<file path="config.mk">
export PLATFORM = sky130hd
export DESIGN_NAME = inst_buffer
export DESIGN_NICKNAME = d
export VERILOG_FILES = /design/src/rtl/inst_buffer.sv
export SDC_FILE = /design/constraint.sdc
export NUM_CORES = 1
export LEC_CHECK = 0
export ABC_CLOCK_PERIOD_IN_PS = 7800
export CAP_MARGIN = 5
export CORE_UTILIZATION = 45
export DETAILED_ROUTE_END_ITERATION = 6
export GPL_TIMING_DRIVEN = 0
export PLACE_DENSITY_LB_ADDON = 0.25
export REMOVE_ABC_BUFFERS = 1
export SYNTH_ARGS = -nofsm -noshare
export SYNTH_HDL_FRONTEND = slang
export SYNTH_SLANG_ARGS = --single-unit
</file>
<file path="constraint.sdc">
create_clock -name clk -period 7.8 [get_ports clk]
set_input_delay 0.78 -clock clk [delete_from_list [all_inputs] [get_ports clk]]
set_output_delay 0.78 -clock clk [all_outputs]
set_load 0.05 [all_outputs]
</file>
<file path="src/rtl/inst_buffer.sv">
// Instruction buffer between fetch and decode: a circular FIFO of {pc, pc4, inst}
// entries with a valid/ready pop side, flush-on-redirect and empty/full status.
module inst_buffer #(
  parameter int ADDR_WIDTH = 64,
  parameter int INST_WIDTH = 32,
  parameter int DEPTH = 4,
  parameter logic [INST_WIDTH-1:0] NOP_INST = 32'h00000013
) (
  input  logic                    clk,
  input  logic                    reset,
  input  logic                    flush,
  input  logic                    in_valid,
  input  logic [ADDR_WIDTH-1:0]   in_pc,
  input  logic [ADDR_WIDTH-1:0]   in_pc4,
  input  logic [INST_WIDTH-1:0]   in_inst,
  output logic                    in_ready,
  output logic                    out_valid,
  input  logic                    out_ready,
  output logic [ADDR_WIDTH-1:0]   out_pc,
  output logic [ADDR_WIDTH-1:0]   out_pc4,
  output logic [INST_WIDTH-1:0]   out_inst,
  output logic [$clog2(DEPTH):0]  count,
  output logic                    empty,
  output logic                    full
);

  localparam int PTR_W = $clog2(DEPTH);
  localparam int CNT_W = PTR_W + 1;

  logic [ADDR_WIDTH-1:0] pc_mem   [DEPTH];
  logic [ADDR_WIDTH-1:0] pc4_mem  [DEPTH];
  logic [INST_WIDTH-1:0] inst_mem [DEPTH];

  logic [PTR_W-1:0] wr_ptr;
  logic [PTR_W-1:0] rd_ptr;
  logic [CNT_W-1:0] cnt;

  logic push;
  logic pop;
  logic wr_en;

  // DEPTH is a power of two, so natural overflow of the pointer is the wrap.
  function automatic logic [PTR_W-1:0] ptr_inc(input logic [PTR_W-1:0] p);
    return p + PTR_W'(1);
  endfunction

  // Status decoded from the registered count only, never from this cycle's handshakes.
  assign empty     = (cnt == '0);
  assign full      = (cnt == CNT_W'(DEPTH));
  assign in_ready  = !full;
  assign out_valid = !empty;
  assign count     = cnt;

  assign push  = in_valid && !full;
  assign pop   = out_valid && out_ready;
  assign wr_en = push && reset && !flush;

  // Storage is never reset; empty masks whatever it holds.
  always_ff @(posedge clk) begin
    if (wr_en) begin
      pc_mem[wr_ptr]   <= in_pc;
      pc4_mem[wr_ptr]  <= in_pc4;
      inst_mem[wr_ptr] <= in_inst;
    end
  end

  always_ff @(posedge clk) begin
    if (!reset) begin
      wr_ptr <= '0;
      rd_ptr <= '0;
      cnt    <= '0;
    end else if (flush) begin
      wr_ptr <= '0;
      rd_ptr <= '0;
      cnt    <= '0;
    end else begin
      if (push) wr_ptr <= ptr_inc(wr_ptr);
      if (pop)  rd_ptr <= ptr_inc(rd_ptr);
      case ({push, pop})
        2'b10:   cnt <= cnt + CNT_W'(1);
        2'b01:   cnt <= cnt - CNT_W'(1);
        default: cnt <= cnt;
      endcase
    end
  end

  assign out_pc   = empty ? '0       : pc_mem[rd_ptr];
  assign out_pc4  = empty ? '0       : pc4_mem[rd_ptr];
  assign out_inst = empty ? NOP_INST : inst_mem[rd_ptr];

endmodule

</file>
Word-level counts from Yosys, hierarchy flattened
Memories as Yosys holds them, arrays and structs flattened. A register that Yosys moved wholly into a read port is not among the register bits.
Cells that the tools add are included.
{ "classes": {"add_sub_neg": 4, "n_eq_ne": 3, "mux": 12, "bitwise_logic": 1, "n_reduce_logical": 10} }
{ "ops": {"columns": ["operator", "count"], "rows": [
  ["$mux W64", 2],
  ["$mux W32", 1],
  ["$mux W2", 6],
  ["$pmux W3 S2", 1],
  ["$add A2 B1 Y2 const B", 2],
  ["$logic_and A1 B1 Y1", 4],
  ["$add A3 B1 Y3 const B", 1],
  ["$eq A3 B3 Y1 const B", 1],
  ["$logic_not A1 Y1", 3],
  ["$logic_not A3 Y1", 1],
  ["$sub A3 B1 Y3 const B", 1],
  ["$eq A2 B1 Y1 const B", 1],
  ["$eq A2 B2 Y1 const B", 1],
  ["$mux W1", 2],
  ["$reduce_bool A2 Y1", 1],
  ["$reduce_or A2 Y1", 1],
  ["$not A1 Y1", 1]
]} }
{ "totals": {"ff_bits": 7, "mem_bits_rw": 640, "input_bits": 165, "mem_count": 3} }
{ "mem_list": {"columns": ["memory", "depth", "width", "rd", "rd_ports_with_merged_regs", "write_ports", "line", "source"], "rows": [
  ["pc4_mem", 4, 64, 1, 1, 1, "31", "logic [ADDR_WIDTH-1:0] pc4_mem [DEPTH];"],
  ["pc_mem", 4, 64, 1, 1, 1, "30", "logic [ADDR_WIDTH-1:0] pc_mem [DEPTH];"],
  ["inst_mem", 4, 32, 1, 1, 1, "32", "logic [INST_WIDTH-1:0] inst_mem [DEPTH];"]
]} }

Longest topological paths before layout
Gate-level depths: netlist of the first run.
{ "depth": {"word_depth": 7, "mapped_depth": 10} }

Worst setup path before layout of the first run
Ideal clock, no wire load.
{ "synth_path": {"kind": "register -> register", "startpoint": "reg cnt[0] (netlist: count[0])", "endpoint": "mem inst_mem[0][0] (enable)", "setup_time_ns": 0.539, "t_arrival_ns": 5.427, "t_required_ns": 7.261, "slack_ns": 1.834, "stages_incl_launch_ff": 5, "n_path_buf": 1, "period_less_slack_ns": 5.966, "path_cell_list": "dfxtp_1 > or3b_1 > clkbuf_1 > and2_1 > and3_1"} }
{ "synth_via": {"elab_chain_len": 7} }
{ "synth_lines": {"columns": ["element", "line", "source"], "rows": [
  ["start, declared", "36", "logic [CNT_W-1:0] cnt;"],
  ["start signal, assigned", "80", "2'b10: cnt <= cnt + CNT_W'(1);"],
  ["start signal, assigned", "81", "2'b01: cnt <= cnt - CNT_W'(1);"],
  ["start signal, assigned", "82", "default: cnt <= cnt;"],
  ["$eq A3 B3 Y1", "49", "assign full = (cnt == CNT_W'(DEPTH));"],
  ["$logic_not A1 Y1", null, null],
  ["net in_ready", "16", "output logic in_ready,"],
  ["$logic_and A1 B1 Y1", "54", "assign push = in_valid && !full;"],
  ["$logic_and A1 B1 Y1 (2 in series)", "56", "assign wr_en = push && reset && !flush;"],
  ["$mux W1", "60", "if (wr_en) begin"],
  ["$mux W1 (not written as such)", "63", "inst_mem[wr_ptr] <= in_inst;"],
  ["end, declared", "32", null]
]} }
The timed path passes the listed nets, and every way through them passes these cells.

==> results.md, run 1 <==
* Run status: finished, final reports clean
* Die height at between 200 and 250 µm
* Total negative slack at 0 ns
* Critical Path RT at around 7.0 ns
* P_leak at approximately 10 nW
* # H-tree levels at 3
* Worst reg2reg startpoint: count[0]$_SDFFE_PP0P_
* Largest net degree at the start of global routing at 63
* Clock Sinks at around 650
* Die width at 236 µm
* Post-route clock skew at ~0.019 ns
* Tightest Pin Transition at 0.866 ns
* Synth Area in Simple Gates at roughly 4.5%
* DRT antenna net count at 0
* Slew HR at 42.3%
* Crit. End Element: output pin
* Sequential-to-total area share from yosys stat at around 79%
* DRC at 0
* Drt via density at roughly 5.3
* Skew-Pair Late Insertion Delay at 0.59 ns
* DPL Wire Length at approximately 30,000 µm
* Hold buffer count at cts at 0
* CP Class: flop to output pin
* Number of synthesized register bits at ~650
* Clock Path Buffers at 3
* Core footprint at 53,900 µm²
* Overflow left after global routing at 0
* Port Buf Inserts at between 300 and 400
* Number of cell rows at 85
* Unrepaired setup endpoints after global routing: no
* Vias in the first global route at 12.4k
* Yosys top cell area share at roughly four fifths
* Non-Filler Instances at between 2k and 2.5k
* Tcrit/Tclk final at 53.1%
* Final net count at 1,608
* Synth area leader: edfxtp_1
* Pwr/cell area at ~240 nW/µm²
* Top cell by count, worst path: buf_16
* Syn Inst Count at 1,070
* Main combinational cell family by area after synthesis: multiplexers
* Cts repair resizes at 0
* GRT Overall Usage at a little under a fifth
* First-pass GRT wire length at 74,900 µm
* Peak Freq at ~240 MHz
* XOR/XNOR Fraction of Synth Area at less than 1%
* Crit-path cells: buf_16 > buf_16 > mux4_2 > and2_1 > clkdlybuf4s50_1
* Final min period at roughly 4.1 ns
* Final Util at 57.9%
* Hold Startpoint: rd_ptr[1]$_SDFFE_PP0P_
* Initial DRC count at 542
* Count of final setup violators at 0
* Total power at around 7.5 mW
* Antenna violations before repair at 9
* Mux contribution to synthesized area at 14.6%
* Initial Utilization at roughly 46%
* CTS root buf: clkbuf_16
* CTS tree: built
* Synth warn at 0
* IO Pins at around 330
* CP max stage cell: clkdlybuf4s50_1
* Worst setup SP type: flop
* Final setup margin at 3.66 ns
* Final WL at about 49,000 µm
* Clk slew on worst S/H paths at ~0.060 ns
* Area Growth Syn to Fin at 26.8%
* Final Wtd Congestion at about 0.70
* HP Class: flop to flop
* Syn Std Cell Area at about 25,000 µm²
* TritonCTS buffer count at 69
* Compound-Gate Fraction of Synth Area at less than 1%
* Via Count at roughly 12k
* Slowest stage delay, CP at between 0.7 and 0.8 ns
* Crit Path Max Fanout at 38
* Ranking of synthesized cells by area: edfxtp_1 (78%), mux4_2 (15%), and2_1 (4.0%)
* Final Slew Violations at 0
* Pre-CTS WS at approximately 4.2 ns
* DP Cell Count at around 2.1k
* Layout cells sized above 1 at 19.2%
* Drt wl/cell at between 20 and 25 µm
* Number of max-cap violations at 0
* DRT Pass-1 Iters at 4
* Worst Path Arrival at 3.36 ns
* Netlist cell types at 26
* DIE AREA at roughly 56,000 µm²
* Adder-cell share of the synthesized area at less than 1%
* Synth Area per Inst at roughly 23 µm²
* Post-CTS setup buffers at 0
* Final hold viol count at 0
* Worst ir drop on vdd at ~0.22 mV
[Yosys cell counts]
cell	number
buf_6	13
o21ai_0	4
edfxtp_1	640
ha_1	5
nand4b_1	1
nand2_1	2
dfxtp_1	9
mux4_2	160
fa_1	1
nor2_1	3
nand4_1	1
nor2b_1	1
a21oi_1	4
xor2_1	2
a21o_1	1
nand2b_1	1
buf_2	18
or3b_1	1
and2_1	159
nand3_1	1
inv_1	8
or3_1	3
or2_2	3
and3_1	4
clkbuf_1	24
o31ai_1	1
[worst paths after layout]
path                                         endpoint  slack (ns)  cells past startpoint
worst max register to register  count[2]$_SDFFE_PP0P_        5.12                      9
worst min register to register                   flop        0.50                      2
worst max-delay path                       out_pc[36]        3.66                      5
worst min-delay path                             flop        0.50                      2
[critical path: cells and delay by family, from the launching register on]
kind / cells / cell delay, ns
and+or+nand+nor: 1 / 0.17
buffers and inverters: 3 / 1.40
muxes: 1 / 0.54
DFF: 1 / 0.57
[layout by cell type (no fill, tap or decap)]
cell type          n
bufinv_16          4
clkbuf_16         70
or3_1              2
xor2_1             2
edfxtp_1         640
diode_2            4
nor2_1             3
or2_2              3
or3b_1             1
a21oi_1            4
fa_1               1
a21o_1             1
dfxtp_1            7
and3_4             4
clkinv_2          12
clkinvlp_4         1
clkinv_4           1
ha_1               5
dfxtp_4            2
and2_1           159
o31ai_1            1
mux4_2           160
nand4_1            1
nand2_1            2
clkinv_1          13
clkdlybuf4s50_1  331
clkbuf_1          16
nand3_1            1
nor2b_1            1
clkbuf_8           2
inv_6              5
buf_16            20
nand2b_1           1
nand4b_1           1
clkinv_8           1
or3_4              1
inv_1              8
o21ai_0            4
[cells by family after synthesis]
| family | Yosys count |
|---|---|
| DFF | 649 |
| and+or+nand+nor | 180 |
| adders and majority gates | 6 |
| AOI/OAI and AO/OA | 10 |
| muxes | 160 |
| xor gates and xnor gates | 2 |
| buffers and inverters | 63 |
[per-layer routing]
layer,wire length [µm],track usage [%],up-vias
li1,-,-,5136
met1,20300,23.2,6004
met2,24200,29.0,297
met3,3310,5.43,105
met4,1410,7.03,12
met5,80,0,-
[where the power goes]
part	leakage, nW	total, mW	internal [mW]	switching (mW)
sequential	5.86	3.88	3.87	0.00946
combinational	2.84	0.583	0.239	0.344
clock	1.05	3.09	1.81	1.28
[per-stage QoR]
stage	area, µm²	hold slack [ns]
global placement	28500	0.490
global route	31200	0.522
detailed placement	29100	0.487
finish	31200	0.496
CTS	31200	0.496
floorplan	24300	0.459
[flip-flops by register name, summed over array words and instances, names as in the netlist, named ones only]
register  count
wr_ptr        2
rd_ptr        2
pc_mem      256
inst_mem    128
pc4_mem     256
count         3
[final cells by class]
class	count	area [µm²]
Tap cell	696	871
Inverter	8	30.0
Multi-Input combinational cell	358	4900
Timing Repair Buffer	351	3860
Sequential cell	649	19400
Clock buffer	88	1840
Clock inverter	37	305
Fill cell	3884	22700
Antenna cell	4	10.0
Power figures use the tool's default switching activity.
==> run 2: changes to the inputs <==
--- a/config.mk
+++ b/config.mk
@@ -5,7 +5,7 @@
 export SDC_FILE = /design/constraint.sdc
 export NUM_CORES = 1
 export LEC_CHECK = 0
-export ABC_CLOCK_PERIOD_IN_PS = 7800
+export ABC_CLOCK_PERIOD_IN_PS = 3550
 export CAP_MARGIN = 5
 export CORE_UTILIZATION = 45
 export DETAILED_ROUTE_END_ITERATION = 6
==> constraint.sdc (replaced) <==
create_clock -name clk -period 3.55 [get_ports clk]
set_input_delay 0.355 -clock clk [delete_from_list [all_inputs] [get_ports clk]]
set_output_delay 0.355 -clock clk [all_outputs]
set_load 0.05 [all_outputs]
==> run 2 against run 1 <==
Compared with the run above: sequential power grew 120%; cell count increased by 0.55%; clock power is 120% higher; clock skew shrank 0.0023 ns; final area is 0.12% higher; flip-flop and latch count did not move; die area is the same; power grew 120%; largest cell class unchanged; largest power group unchanged.
==> results.md, run 2 (synthesis gave the netlist of run 1 again) <==
* Run status: finished, final reports clean
* Final hold viol count at 0 (unchanged)
* Multi-input gate area at 4910 µm² (+0.15%)
* Final min period at between 3 and 4 ns
* Initial Utilization at 45.7% (unchanged)
* Number of max-cap violations at 0 (unchanged)
* Final WL at 50,400 µm (+2.3%)
* Die height at 236 µm (unchanged)
* Sequential share of power at 51.5% (about the same)
* HP Class: input pin to flop
* P_int at 13.0 mW (+120%)
* Critical Path RT at 3.19 ns (-3.83 ns)
* Clock Sinks at 649 (unchanged)
* Total negative slack at 0 ns (unchanged)
* Peak Freq at between 200 and 300 MHz
* TritonCTS buffer count at 69 (unchanged)
* Top cell by count, worst path: buf_16
* CTS root buf: clkbuf_16
* DPL Wire Length at 29,500 µm (unchanged)
* First-pass GRT wire length at 75,900 µm (+1.3%)
* Initial DRC count at 538 (-0.74%)
* IO Pins at 332 (unchanged)
* Top delay family on crit path: buffers and inverters
* CTS tree: built
* DRT antenna net count at 0 (unchanged)
* Pre-CTS WS at 0.382 ns (-3.83 ns)
* Crit Path Max Fanout at 62 (+63%)
* Clock Power Share at 41.0% (about the same)
* Crit. End Element: output pin
* Final setup margin at 0.162 ns (-3.49 ns)
* Commonest non-fill, non-tap cell in the layout: edfxtp_1
* DRC at 0 (unchanged)
* CP max stage cell: clkdlybuf4s50_1
* Clk slew on worst S/H paths at 0.06 ns (about the same)
* Skew-Pair Late Insertion Delay at 0.59 ns (about the same)
* DRT Pass-1 Iters at 4 (unchanged)
* Number of cell rows at 85 (unchanged)
* Area Growth Syn to Fin at 26.9%
* Hold buffer count at cts at 0 (unchanged)
* Port Buf Inserts at 331 (unchanged)
* Regs by FF count: pc4_mem (256), pc_mem (256), inst_mem (128)
* Sw power at 3.60 mW (+120%)
* Fillers at 3,908 (+0.62%)
* Drt via density at 5.31 (+0.60%)
* Most frequent cells in the layout: edfxtp_1 (640), clkdlybuf4s50_1 (246), mux4_2 (160)
* Worst setup SP type: flop
* Clock Path Buffers at 3 (unchanged)
* Largest net degree at the start of global routing at 63 (unchanged)
* Worst Path Arrival at 3.03 ns (-0.33 ns)
* CP Class: flop to output pin
* Combinational Power Share at 7.6% (about the same)
* Layout cells sized above 1 at 20.0% (+0.84 points)
* Core footprint at 53,900 µm² (unchanged)
* Pwr/cell area at 530 nW/µm² (+120%)
* Final Wtd Congestion at 0.698 (unchanged)
* Count of final setup violators at 0 (unchanged)
* Final net count at 1,620 (+0.75%)
* Crit-path cells: or3_4 > buf_16 > buf_16 > and2_1 > clkdlybuf4s50_1
* Antenna violations before repair at 11 (+2)
* Via Count at 11.7k (+1.2%)
* Slowest stage delay, CP at 0.79 ns (+0.02 ns)
* Tightest Pin Transition at 0.687 ns (-0.179 ns)
* Post-route clock skew at 0.0164 ns (-0.00230 ns)
* # H-tree levels at 3 (unchanged)
* Bufs and invs on worst path at 3 (unchanged)
* Switching Fraction at 21.7% (+0.070 points)
* DIE AREA at 55,700 µm² (unchanged)
* Overflow left after global routing at 0 (unchanged)
* Die width at 236 µm (unchanged)
* Tcrit/Tclk final at a little over nine tenths
* Drt wl/cell at 22.9 µm (+1.7%)
* P_leak at 10.3 nW (+5.8%)
* Worst ir drop on vdd at 0.484 mV (+120%)
* GRT Overall Usage at 18.5% (+0.37 points)
* Vias in the first global route at 12.4k (+0.15%)
* Register area at 19,400 µm² (about the same)
* Slew HR at 54.1% (+12 points)
* Final Slew Violations at 0 (unchanged)
==> run 2: layout make-up <==
class | count | area share (%)
flip-flops and latches | 649 | 62.1
multi-input cells | 359 | 15.7
repair buffers | 362 | 12.4
clock buffers | 88 | 5.88
well taps | 696 | 2.79
clock inverters | 37 | 0.977
inverters | 8 | 0.0961
diodes | 4 | 0.0320
==> run 2: what timing repair did <==
action | CTS | global route
cloned | 1 | 0
gates resized for setup | 78 | 10
pin swaps | 1 | 0
setup buffers | 1 | 10
endpoints found under the setup margin | 114 | 85
==> run 2: layer usage <==
| metal | share of wire (%) | GRT usage, % | vias up |
|---|---|---|---|
| li1 | - | - | 5164 |
| met1 | 41 | 23.9 | 6076 |
| met2 | 49 | 29.6 | 331 |
| met3 | 7.1 | 5.43 | 104 |
| met4 | 2.9 | 6.89 | 12 |
| met5 | 0.16 | 0 | - |
==> run 2: path summary, 6_finish.rpt <==
check	to	slack, ns	depth (start not counted)	startpoint
worst min-delay path	pc_mem[3][39]$_DFFE_PP_	0.39	1	in_pc[39]
worst min register to register	flop	0.50	2	rd_ptr[0]$_SDFFE_PP0P_
worst max-delay path	out_pc[23]	0.16	5	count[1]$_SDFFE_PP0P_
worst max register to register	count[2]$_SDFFE_PP0P_	0.87	9	count[1]$_SDFFE_PP0P_
==> run 2: through the flow <==
step	cells	hold WS (ns)	total power, mW	instance area (µm²)	util, %
after floorplan	1015	0.454	9.39	24300	-
after global placement	2042	0.490	10.0	28500	52.8
after detailed placement	2062	0.487	9.98	29100	53.9
after CTS	2189	0.343	16.8	31200	57.8
after global routing	2202	0.365	17.1	31300	58.0
final	2203	0.394	16.6	31300	58.0
==> run 2: power by group through the flow <==
| stage | clock, mW | sequential (mW) | combinational (mW) |
|---|---|---|---|
| CTS | 6.99 | 8.53 | 1.27 |
| floorplan | 0 | 8.72 | 0.677 |
| detailed placement | 0 | 8.68 | 1.30 |
| global placement | 0 | 8.73 | 1.27 |
| global route | 7.28 | 8.53 | 1.32 |
| finish | 6.79 | 8.52 | 1.25 |
==> run 3: changes to the inputs <==
--- a/config.mk
+++ b/config.mk
@@ -10,6 +10,7 @@
 export CORE_UTILIZATION = 45
 export DETAILED_ROUTE_END_ITERATION = 6
 export GPL_TIMING_DRIVEN = 0
+export HOLD_SLACK_MARGIN = 0.15
 export PLACE_DENSITY_LB_ADDON = 0.25
 export REMOVE_ABC_BUFFERS = 1
 export SYNTH_ARGS = -nofsm -noshare
==> results of run 3 <==
Same layout as run 2: the final DEF is identical, and so are final timing and power.
